[config.mk]
export PLATFORM = sky130hd
export DESIGN_NAME = fetch_unit
export DESIGN_NICKNAME = d
export VERILOG_FILES = /design/src/rtl/riscv_pkg.sv /design/src/rtl/fetch_fifo.sv /design/src/rtl/fetch_unit.sv
export SDC_FILE = /design/constraint.sdc
export NUM_CORES = 1
export LEC_CHECK = 0
export ABC_CLOCK_PERIOD_IN_PS = 4400
export BUFFER_PORTS_ARGS = -buffer_cell sky130_fd_sc_hd__buf_4
export CORE_MARGIN = 8
export CORE_UTILIZATION = 49
export DETAILED_ROUTE_END_ITERATION = 10
export GPL_ROUTABILITY_DRIVEN = 0
export GPL_TIMING_DRIVEN = 0
export PLACE_DENSITY = 0.71
export SLEW_MARGIN = 20
export SYNTH_ARGS = -nofsm -noshare
export SYNTH_HDL_FRONTEND = slang
export SYNTH_SLANG_ARGS = --single-unit
[constraint.sdc]
create_clock -name clk -period 4.4 [get_ports clk]
set_input_delay 0.22 -clock clk [delete_from_list [all_inputs] [get_ports clk]]
set_output_delay 0.22 -clock clk [all_outputs]
set_load 0.02 [all_outputs]
[src/rtl/riscv_pkg.sv]
// Shared core types: datapath widths, reset vector and the fetch->decode entry payload.
package riscv_pkg;

    localparam int unsigned XLEN    = 32;
    localparam int unsigned INSTR_W = 32;
    localparam logic [XLEN-1:0] RESET_VECTOR = 32'h0000_0000;

    typedef struct packed {
        logic [INSTR_W-1:0] instr;
        logic [XLEN-1:0]    pc;
    } fetch_entry_t;

endpackage

[src/rtl/fetch_fifo.sv]
// Synchronous instruction buffer of fetch_entry_t with push/pop/flush and occupancy count.
module fetch_fifo
    import riscv_pkg::*;
#(
    parameter int unsigned DEPTH = 4
) (
    input  logic                     clk,
    input  logic                     rst,
    input  logic                     push,
    input  fetch_entry_t             push_data,
    input  logic                     pop,
    input  logic                     flush,
    output fetch_entry_t             head,
    output logic                     empty,
    output logic [$clog2(DEPTH):0]   count
);

    localparam int unsigned AW = $clog2(DEPTH);
    localparam int unsigned CW = AW + 1;

    logic [AW-1:0] wptr_q, wptr_d, rptr_q, rptr_d;
    logic [CW-1:0] count_q, count_d;
    logic          do_pop, full;
    fetch_entry_t  mem_q [DEPTH];

    always_comb begin
        do_pop  = pop && (count_q != '0);
        wptr_d  = wptr_q;
        rptr_d  = rptr_q;
        count_d = count_q;
        if (flush) begin
            wptr_d  = '0;
            rptr_d  = '0;
            count_d = '0;
        end else begin
            if (push) wptr_d = wptr_q + AW'(1);
            if (do_pop) rptr_d = rptr_q + AW'(1);
            count_d = count_q + CW'(push) - CW'(do_pop);
        end
    end

    always_ff @(posedge clk or posedge rst) begin
        if (rst) begin
            wptr_q  <= '0;
            rptr_q  <= '0;
            count_q <= '0;
        end else begin
            wptr_q  <= wptr_d;
            rptr_q  <= rptr_d;
            count_q <= count_d;
        end
    end

    // Storage needs no reset; occupancy is tracked by count_q.
    always_ff @(posedge clk) begin
        if (push && !flush) mem_q[wptr_q] <= push_data;
    end

    assign full  = (count_q == CW'(DEPTH));
    assign empty = (count_q == '0);
    assign count = count_q;
    assign head  = mem_q[rptr_q];

    overflow_a: assert property (@(posedge clk) disable iff (rst)
        !(push && !flush && full && !pop));

endmodule

[src/rtl/fetch_unit.sv]
// Instruction fetch stage: owns the PC, issues credit-limited imem requests,
// buffers responses for decode and applies branch/JAL/JALR redirects.
module fetch_unit
    import riscv_pkg::*;
#(
    parameter int unsigned     XLEN         = 32,
    parameter logic [XLEN-1:0] RESET_VECTOR = 32'h0000_0000,
    parameter int unsigned     FIFO_DEPTH   = 4
) (
    input  logic            clk,
    input  logic            reset,
    output logic            imem_req_valid,
    input  logic            imem_req_ready,
    output logic [XLEN-1:0] imem_addr,
    input  logic            imem_rsp_valid,
    input  logic [31:0]     imem_rsp_data,
    output logic            instr_valid,
    input  logic            instr_ready,
    output logic [31:0]     instr,
    output logic [XLEN-1:0] instr_pc,
    output logic [XLEN-1:0] instr_pc_plus4,
    input  logic            redirect_valid,
    input  logic            redirect_jalr,
    input  logic [XLEN-1:0] redirect_pc,
    input  logic [XLEN-1:0] redirect_rs1,
    input  logic [XLEN-1:0] redirect_imm,
    output logic            redirect_misaligned
);

    localparam int unsigned CW  = $clog2(FIFO_DEPTH) + 1;
    localparam int unsigned CW1 = CW + 1;

    logic [XLEN-1:0] pc_q, pc_d, resp_pc_q, resp_pc_d;
    logic [CW-1:0]   out_q, out_d, drop_q, drop_d;
    logic            misal_q, misal_d;
    logic [CW-1:0]   fifo_count;
    logic [CW1-1:0]  credit_used;
    logic            fifo_empty, push, pop, fire;
    logic [XLEN-1:0] base, sum, target;
    fetch_entry_t    push_entry, head;

    // Requests are throttled so in-flight plus buffered words never exceed the FIFO.
    assign credit_used    = {1'b0, out_q} + {1'b0, fifo_count};
    assign imem_req_valid = !reset && !redirect_valid && (credit_used < CW1'(FIFO_DEPTH));
    assign imem_addr      = pc_q;

    always_comb begin
        fire       = imem_req_valid && imem_req_ready;
        pop        = instr_valid && instr_ready;
        base       = redirect_jalr ? redirect_rs1 : redirect_pc;
        sum        = base + redirect_imm;
        target     = sum;
        if (redirect_jalr) target[0] = 1'b0;
        target[1]  = 1'b0;

        pc_d       = pc_q;
        resp_pc_d  = resp_pc_q;
        out_d      = out_q;
        drop_d     = drop_q;
        misal_d    = 1'b0;
        push       = 1'b0;
        push_entry = '{instr: imem_rsp_data, pc: resp_pc_q};

        if (redirect_valid) begin
            // Every response still owed by memory belongs to the old path.
            pc_d      = target;
            resp_pc_d = target;
            misal_d   = sum[1];
            out_d     = out_q - CW'(imem_rsp_valid);
            drop_d    = out_q - CW'(imem_rsp_valid);
        end else begin
            out_d = out_q + CW'(fire) - CW'(imem_rsp_valid);
            if (fire) pc_d = pc_q + XLEN'(4);
            if (imem_rsp_valid) begin
                if (drop_q != '0) begin
                    drop_d = drop_q - CW'(1);
                end else begin
                    push      = 1'b1;
                    resp_pc_d = resp_pc_q + XLEN'(4);
                end
            end
        end
    end

    always_ff @(posedge clk or posedge reset) begin
        if (reset) begin
            pc_q      <= RESET_VECTOR;
            resp_pc_q <= RESET_VECTOR;
            out_q     <= '0;
            drop_q    <= '0;
            misal_q   <= 1'b0;
        end else begin
            pc_q      <= pc_d;
            resp_pc_q <= resp_pc_d;
            out_q     <= out_d;
            drop_q    <= drop_d;
            misal_q   <= misal_d;
        end
    end

    fetch_fifo #(
        .DEPTH (FIFO_DEPTH)
    ) u_fifo (
        .clk       (clk),
        .rst       (reset),
        .push      (push),
        .push_data (push_entry),
        .pop       (pop),
        .flush     (redirect_valid),
        .head      (head),
        .empty     (fifo_empty),
        .count     (fifo_count)
    );

    assign instr_valid         = !fifo_empty;
    assign instr               = instr_valid ? head.instr : '0;
    assign instr_pc            = instr_valid ? head.pc : '0;
    assign instr_pc_plus4      = instr_valid ? head.pc + XLEN'(4) : '0;
    assign redirect_misaligned = misal_q;

endmodule

==> summary.md, run 1 <==
| Metric | Value |
|---|---|
| Outcome | completed |
| Largest stage delay, worst path | roughly 600 ps |
| Critical Path, Cell by Cell | buf_4 > buf_2 > buf_2 > buf_2 > buf_1 > mux4_2 > and2_1 > buf_4 > buf_4 |
| Synthesis-stage register bit count | roughly 330 |
| Die Width | 200 um |
| Pin count of the biggest net entering global routing | 56 |
| Crit Path Class | reg2out |
| YS warnings | 0 |
| Peak VDD IR | about 0.37 mV |
| Worst Hold Class | in2reg |
| LEAKAGE | 7.91 nW |
| Avg Synthesized Cell Area | between 10 and 15 um2 |
| Post-synthesis cell count | 1,280 |
| Remaining Overflow, GRT | 0 |
| Detail Placement HPWL | 31,400 um |
| Post-synth ARST share | 0.232 |
| Count of pins over their slew limit | 0 |
| Max Fclk | about 270 MHz |
| Pwr Total | approximately 0.011 W |
| NetSw | about 0.0040 W |
| Max Buffers Root-to-Sink | 3 |
| Clock sinks | between 300 and 400 |
| Critical path's slowest cell | buf_1 |
| Flop pwr share | 0.355 |
| Rows | 67 |
| Initial DRT Pass Iterations | 5 |
| Met2 Wirelength | 19,800 um |
| Clock Power Share | 0.240 |
| First-pass GRT wire length | ~67,000 um |
| Initial antenna violation count | 0 |
| Top routing layer in use | met4 |
| Post-CTS Setup Inserts | 0 |
| TritonCTS clock tree | built |
| RSZ-0062 raised after global routing | no |
| Final critical-path required period | between 3000 and 4000 ps |
| Relative slew slack | 0.511 |
| Nets | approximately 1,800 |
| CP endpoint kind | output port |
| Vias in the first global route | approximately 12,000 |
| Pint | just over 0.007 W |
| Wire length per cell | between 20 and 25 um |
| DRT Wirelength | about 42,000 um |
| Clk pin slew, worst setup/hold paths | 60 ps |
| Final instance area | around 21,000 um2 |
| Worst-skew pair later-pin latency | ~500 ps |
| Setup Skew | between 10 and 15 ps |
| Die Y-Extent | around 200 um |
| Core area | between 30,000 and 40,000 um2 |
| Vias post-DR | roughly 12,000 |
| DRC | 0 |
| Setup violators final | 0 |
| Final core utilization | 0.619 |
| Area Overhead vs Synth | 24.4% |
| Post-synthesis cell area | between 15,000 and 20,000 um2 |
| DR vias/cell | 5.51 |
| Count of buffers from port buffering | 261 |
| H-tree levels | 2 |
| Crit path required time | ~4200 ps |
| Max-cap violations | 0 |
| Metal1 wirelength | ~18,000 um |
| Layout cells sized above 1 | 0.274 |
| Critical Path AT | between 3000 and 4000 ps |
| Antenna violation net count after detailed routing | 0 |
| Synth unique cells | just under 80 |
| Top_reg_cell synth | edfxtp_1 |
| Drt first-iter violations | ~630 |
| Fin crit share | 0.833 |
| Initial Util | 0.497 |
| CTS Buf Count | 35 |
| WHS | about 150 ps |
| Comb pwr share | 0.405 |
| N_diodes | 0 |
| Cell Pwr Density | around 540 nW/um2 |
| Fin. Hold Viols | 0 |
| Worst Tran Pin Value | approximately 730 ps |
| I/O Pins | approximately 270 |
| Post-synth EDFFs | approximately 250 |
| Clk root buf | clkbuf_16 |
| Worst-path maximum fanout | 10 |
| Total GRT Usage | 0.207 |
| WL met3 | between 3000 and 4000 um |
| Sw Ratio | 0.359 |
| Startpoint Class | register |
| Placed Area | between 15,000 and 20,000 um2 |
| Die ar. | around 40,000 um2 |
| Sequential element share of the synthesized area | 0.568 |
[logic make-up (layout without fill, tap and decap cells)]
kind of cell / count (synthesis) / after routing / synth area share
simple gates: 413 / 413 / 0.128
flops: 328 / 328 / 0.568
compound gates: 189 / 189 / 0.0709
xor+xnor: 103 / 103 / 0.0541
mux: 102 / 102 / 0.113
buf+inv: 93 / 454 / 0.0258
fa+ha+maj: 51 / 51 / 0.0396
other cells: 1 / 3 / 0.000225
[flip-flops by register name, summed over array words and instances (netlist names)]
register,cells
drop_q,3
imem_addr,31
out_q,3
redirect_misaligned,1
resp_pc_q,31
u_fifo.count,3
u_fifo.mem_q,252
u_fifo.rptr_q,2
u_fifo.wptr_q,2
[cell usage in the layout, fill, tap and decap left out, drive strengths merged, types with 4 or more instances in the layout]
master / n
a41o: 4
buf: 293
nand3: 45
and2: 68
nor3: 22
nand2b: 11
xnor2: 54
a21oi: 67
clkbuf: 77
edfxtp: 252
mux2: 31
a21o: 16
xor2: 49
nor4: 4
nor2: 104
dlygate4sd3: 33
a21boi: 9
clkinv: 15
o21ai: 44
nand2: 81
and4: 4
a31oi: 10
nand4: 26
mux2i: 8
ha: 48
a211oi: 5
o21bai: 4
or3: 7
o21a: 9
and3: 29
inv: 34
mux4: 63
nor2b: 5
dfrtp: 76
[worst max-delay path, delay by kind of cell, from the launching register on]
| family | cells | cell delay [ps] |
|---|---|---|
| buffers and inverters | 7 | 1990 |
| multiplexers | 1 | 410 |
| flip-flops | 1 | 320 |
| AND/OR/NAND/NOR | 1 | 200 |
[power by group through the flow]
stage / combinational [W] / sequential, W / clock [W]
finish: 0.00454 / 0.00398 / 0.00270
CTS: 0.00460 / 0.00398 / 0.00275
detailed placement: 0.00456 / 0.00403 / 0
global placement: 0.00449 / 0.00402 / 0
global route: 0.00493 / 0.00402 / 0.00287
floorplan: 0.00276 / 0.00403 / 0
[routing by layer]
metal  vias up  global-route usage
met5         -                   0
met3        64              0.0574
met2       425               0.343
met1      5592               0.266
met4         0              0.0555
li1       5446                   -
[final cells by class]
cell class	count	area [um2]
clock buffer	44	952
inverter	34	130
timing repair buffer	300	2430
buffer	59	303
sequential	328	9470
multi-input combinational	861	6810
tap	448	561
clock inverter	17	98.8
fill	2643	12800
[synthesized netlist by cell type, types with 3 or more instances]
master | count | area [um2]
or3_1 | 6 | 37.5
a41o_1 | 4 | 40.0
mux4_2 | 54 | 1220
nand4_1 | 24 | 150
mux2_2 | 31 | 349
nor3_1 | 21 | 105
o21a_1 | 9 | 67.6
edfxtp_1 | 252 | 7570
a31oi_1 | 10 | 62.6
a21o_1 | 16 | 120
xor2_1 | 49 | 429
a211oi_1 | 4 | 30.0
nor2_1 | 102 | 383
ha_1 | 48 | 601
buf_1 | 7 | 26.3
o21ai_0 | 43 | 215
dfrtp_1 | 76 | 1900
mux2i_1 | 8 | 80.1
a21oi_1 | 66 | 330
mux4_1 | 9 | 236
clkbuf_1 | 33 | 124
fa_1 | 3 | 60.1
buf_2 | 9 | 45.0
nand3_1 | 44 | 220
nand2_1 | 79 | 297
nor4_1 | 3 | 18.8
and2_1 | 66 | 413
o21bai_1 | 4 | 30.0
xnor2_1 | 54 | 473
and3_1 | 28 | 175
inv_1 | 33 | 124
or2_2 | 3 | 18.8
nor2b_1 | 5 | 31.3
a21boi_0 | 8 | 60.1
nand2b_1 | 10 | 62.6
buf_4 | 6 | 45.0
[repair_timing]
action	4_1_cts	5_1_grt
hold buffers	33	0
endpoints found under the hold margin	149	0
gates resized for setup	0	0
[through the flow]
| step | worst slack [ps] | TNS (ps) | cells |
|---|---|---|---|
| 4_1_cts | 604 | 0 | 2091 |
| 3_3_place_gp | -96.0 | -15150 | 1991 |
| 5_1_grt | 445 | 0 | 2091 |
| 2_1_floorplan | 1070 | 0 | 1282 |
| 3_5_place_dp | 217 | 0 | 1997 |
| 6_report | 733 | 0 | 2091 |
[worst paths after layout]
check / start / end / slack (ps) / cells after the start
worst min-delay path: redirect_imm[1] / redirect_misaligned / 150 / 4
worst max register to register: u_fifo.count[1] / out_q[2] / 1410 / 13
worst min register to register: out_q[2] / out_q[2] / 530 / 1
worst max-delay path: u_fifo.rptr_q[1] / instr_pc_plus4[0] / 730 / 9
max in group asynchronous: reset / imem_addr[23] / 3570 / 4
min in group asynchronous: reset / out_q[1] / 250 / 3
Power figures use the tool's default switching activity.
==> inputs of run 2 (changes only) <==
--- a/config.mk
+++ b/config.mk
@@ -5,14 +5,14 @@
 export SDC_FILE = /design/constraint.sdc
 export NUM_CORES = 1
 export LEC_CHECK = 0
-export ABC_CLOCK_PERIOD_IN_PS = 4400
+export ABC_CLOCK_PERIOD_IN_PS = 3200
 export BUFFER_PORTS_ARGS = -buffer_cell sky130_fd_sc_hd__buf_4
 export CORE_MARGIN = 8
 export CORE_UTILIZATION = 49
 export DETAILED_ROUTE_END_ITERATION = 10
 export GPL_ROUTABILITY_DRIVEN = 0
 export GPL_TIMING_DRIVEN = 0
-export PLACE_DENSITY = 0.71
+export PLACE_DENSITY = 0.73
 export SLEW_MARGIN = 20
 export SYNTH_ARGS = -nofsm -noshare
 export SYNTH_HDL_FRONTEND = slang
==> constraint.sdc (replaced) <==
create_clock -name clk -period 3.2 [get_ports clk]
set_input_delay 0.16 -clock clk [delete_from_list [all_inputs] [get_ports clk]]
set_output_delay 0.16 -clock clk [all_outputs]
set_load 0.02 [all_outputs]
==> summary.md, run 2 (synthesized netlist as in run 1, its figures left out) <==
| Metric | Value |
|---|---|
| Worst Hold Class | in2reg |
| Reg with most FFs | u_fifo.mem_q |
| Fin. Hold Viols | 0 (unchanged) |
| H-tree levels | 2 (unchanged) |
| Clk pin slew, worst setup/hold paths | 60 ps (about the same) |
| Reg2Reg Launch Point | u_fifo.count[1] |
| Die ar. | 40,200 um2 (unchanged) |
| Detail Placement HPWL | 31,900 um (+1.6%) |
| Worst Tran Pin Value | 789 ps (+54.6 ps) |
| DRC | 0 (unchanged) |
| LEAKAGE | 8.10 nW (+2.5%) |
| Cell Pwr Density | 765 nW/um2 (+41%) |
| Rows | 67 (unchanged) |
| Number of flip-flops in the largest register | 252 (unchanged) |
| NetSw | 0.00566 W (+41%) |
| Outcome | completed |
| Pin count of the biggest net entering global routing | 52 (-7.1%) |
| Worst-case reg-to-reg path depth | 13 (unchanged) |
| Initial Util | 0.497 (unchanged) |
| Max-cap violations | 0 (unchanged) |
| Peak VDD IR | 0.561 mV (+52%) |
| Setup TNS | 0 ps (unchanged) |
| Antenna violation net count after detailed routing | 0 (unchanged) |
| Hold Path Origin | redirect_imm[1] |
| Comb pwr share | 0.406 (about the same) |
| Total GRT Usage | 0.212 (+0.00448) |
| Critical Path, Cell by Cell | clkbuf_16 > mux4_2 > and3_4 > and4_1 > and3_4 > buf_4 > nand2_2 > nor3_2 > xnor2_1 > nor2_1 > buf_4 |
| Fin crit share | 0.971 |
| DRT Wirelength | 44,500 um (+5.4%) |
| Clock Power Share | 0.254 (+0.014) |
| Crit path required time | 3040 ps (-1140 ps) |
| Crit Path Class | reg2out |
| Setup Skew | 24.1 ps (+10.7 ps) |
| Clk root buf | clkbuf_16 |
| Critical Path AT | 2950 ps (-500 ps) |
| Vias in the first global route | 12,100 (-0.0082%) |
| Final instance area | 21,200 um2 (+2.0%) |
| Placed Area | 19,400 um2 (about the same) |
| I/O Pins | 266 (unchanged) |
| Drt first-iter violations | 747 (+20%) |
| TritonCTS clock tree | built |
| Relative slew slack | 0.474 (-0.0364) |
| Vias post-DR | 11,800 (+2.3%) |
| Internal reg-to-reg setup slack | 200 ps (-1210 ps) |
| RSZ-0062 raised after global routing | yes |
| Die Y-Extent | 200 um (unchanged) |
| CP endpoint kind | output port |
| Max Fclk | about 320 MHz |
| Hold EP | redirect_misaligned |
| Filler cells | 2,582 (-2.3%) |
| Remaining Overflow, GRT | 0 (unchanged) |
| Largest stage delay, worst path | 550 ps (-50 ps) |
| Worst-path maximum fanout | 5 (-5) |
| WHS | 97.9 ps (-47.3 ps) |
| Final critical-path required period | 3110 ps |
| Die Width | 200 um (unchanged) |
| Most frequent cells in the layout | buf_4, edfxtp_1, nor2_1 |
| Pint | 0.0105 W (+46%) |
| Sw Ratio | 0.350 (-0.00887) |
| Critical path's slowest cell | mux4_2 |
| FF-to-FF End | out_q[2] |
| Initial DRT Pass Iterations | 5 (unchanged) |
| Nets | 1,826 (+1.2%) |
| Flop pwr share | 0.339 (-0.016) |
| Setup violators final | 0 (unchanged) |
| First-pass GRT wire length | 68,100 um (+1.5%) |
| DR vias/cell | 5.59 (+1.3%) |
| Count of pins over their slew limit | 0 (unchanged) |
| Area Overhead vs Synth | 27.0% |
| Commonest non-fill, non-tap cell in the layout | buf_4 |
| Count of buffers from port buffering | 261 (unchanged) |
| CTS Buf Count | 34 (-2.9%) |
| Min-Delay Path Depth | 4 (unchanged) |
| Clock sinks | 328 (unchanged) |
| Wire length per cell | 21.1 um (+4.3%) |
| Core area | 33,500 um2 (unchanged) |
| Layout cells sized above 1 | 0.298 (+0.0244) |
| Max Buffers Root-to-Sink | 3 (unchanged) |
| Worst-skew pair later-pin latency | 510 ps (about the same) |
| Startpoint Class | register |
| Initial antenna violation count | 1 (+1) |
[run 2: worst max-delay path by stage]
stage	startpoint	to	slack (ps)	cells past startpoint
5_1_grt	u_fifo.rptr_q[0]	instr_pc_plus4[31]	-30	10
3_5_place_dp	redirect_jalr	imem_addr[31]	-890	13
2_1_floorplan	redirect_jalr	imem_addr[29]	60	13
3_3_place_gp	drop_q[0]	u_fifo.mem_q[0][38]	-1290	6
6_report	u_fifo.rptr_q[0]	instr_pc_plus4[30]	90	11
4_1_cts	u_fifo.rptr_q[0]	instr[22]	2	8
[run 2: per-layer routing]
metal | wire length, um | vias up | track usage | share of wire
met5 | 0 | - | 0 | 0
met4 | 896 | 0 | 0.0560 | 0.020
met3 | 3580 | 62 | 0.0552 | 0.080
met2 | 21500 | 486 | 0.353 | 0.48
met1 | 18500 | 5755 | 0.272 | 0.42
li1 | - | 5494 | - | -
[run 2: cell type report]
| cell class | instances | area (um2) | area share |
|---|---|---|---|
| antenna | 1 | 2.50 | 0.000118 |
| buffer | 59 | 343 | 0.0162 |
| clock buffer | 38 | 887 | 0.0419 |
| clock inverter | 21 | 278 | 0.0131 |
| inverter | 34 | 130 | 0.00615 |
| multi-input combinational | 861 | 6860 | 0.324 |
| sequential | 328 | 9470 | 0.447 |
| tap | 448 | 561 | 0.0265 |
| timing repair buffer | 322 | 2640 | 0.125 |
[run 2: through the flow]
stage,total power (W),utilization,setup WS (ps),std cells
global placement,0.0117,0.573,-1290,1991
CTS,0.0161,0.623,1.69,2089
global route,0.0170,0.631,-29.0,2112
finish,0.0162,0.631,92.7,2112
floorplan,0.00933,-,58.0,1282
detailed placement,0.0119,0.578,-892,1997
[run 2: critical path: cells and delay by family, from the launching register on]
family | cells | cell delay, ps
xor+xnor | 1 | 180
buf+inv | 3 | 490
mux | 1 | 550
simple gates | 6 | 810
flops | 1 | 420
[run 2: power by group through the flow]
stage                     sequential, W  clock (W)  combinational, W
after floorplan                 0.00554          0           0.00379
after global placement          0.00552          0           0.00621
after detailed placement        0.00555          0           0.00632
after CTS                       0.00547    0.00417           0.00642
after global routing            0.00554    0.00435           0.00709
final                           0.00549    0.00411           0.00658
[run 2: timing repair]
item | 4_1_cts | 5_1_grt
endpoints found under the hold margin | 153 | 0
cloned | 0 | 2
setup buffers | 0 | 20
hold buffers | 33 | 0
endpoints found under the setup margin | 55 | 39
pin swaps | 1 | 10
resized for setup | 18 | 25
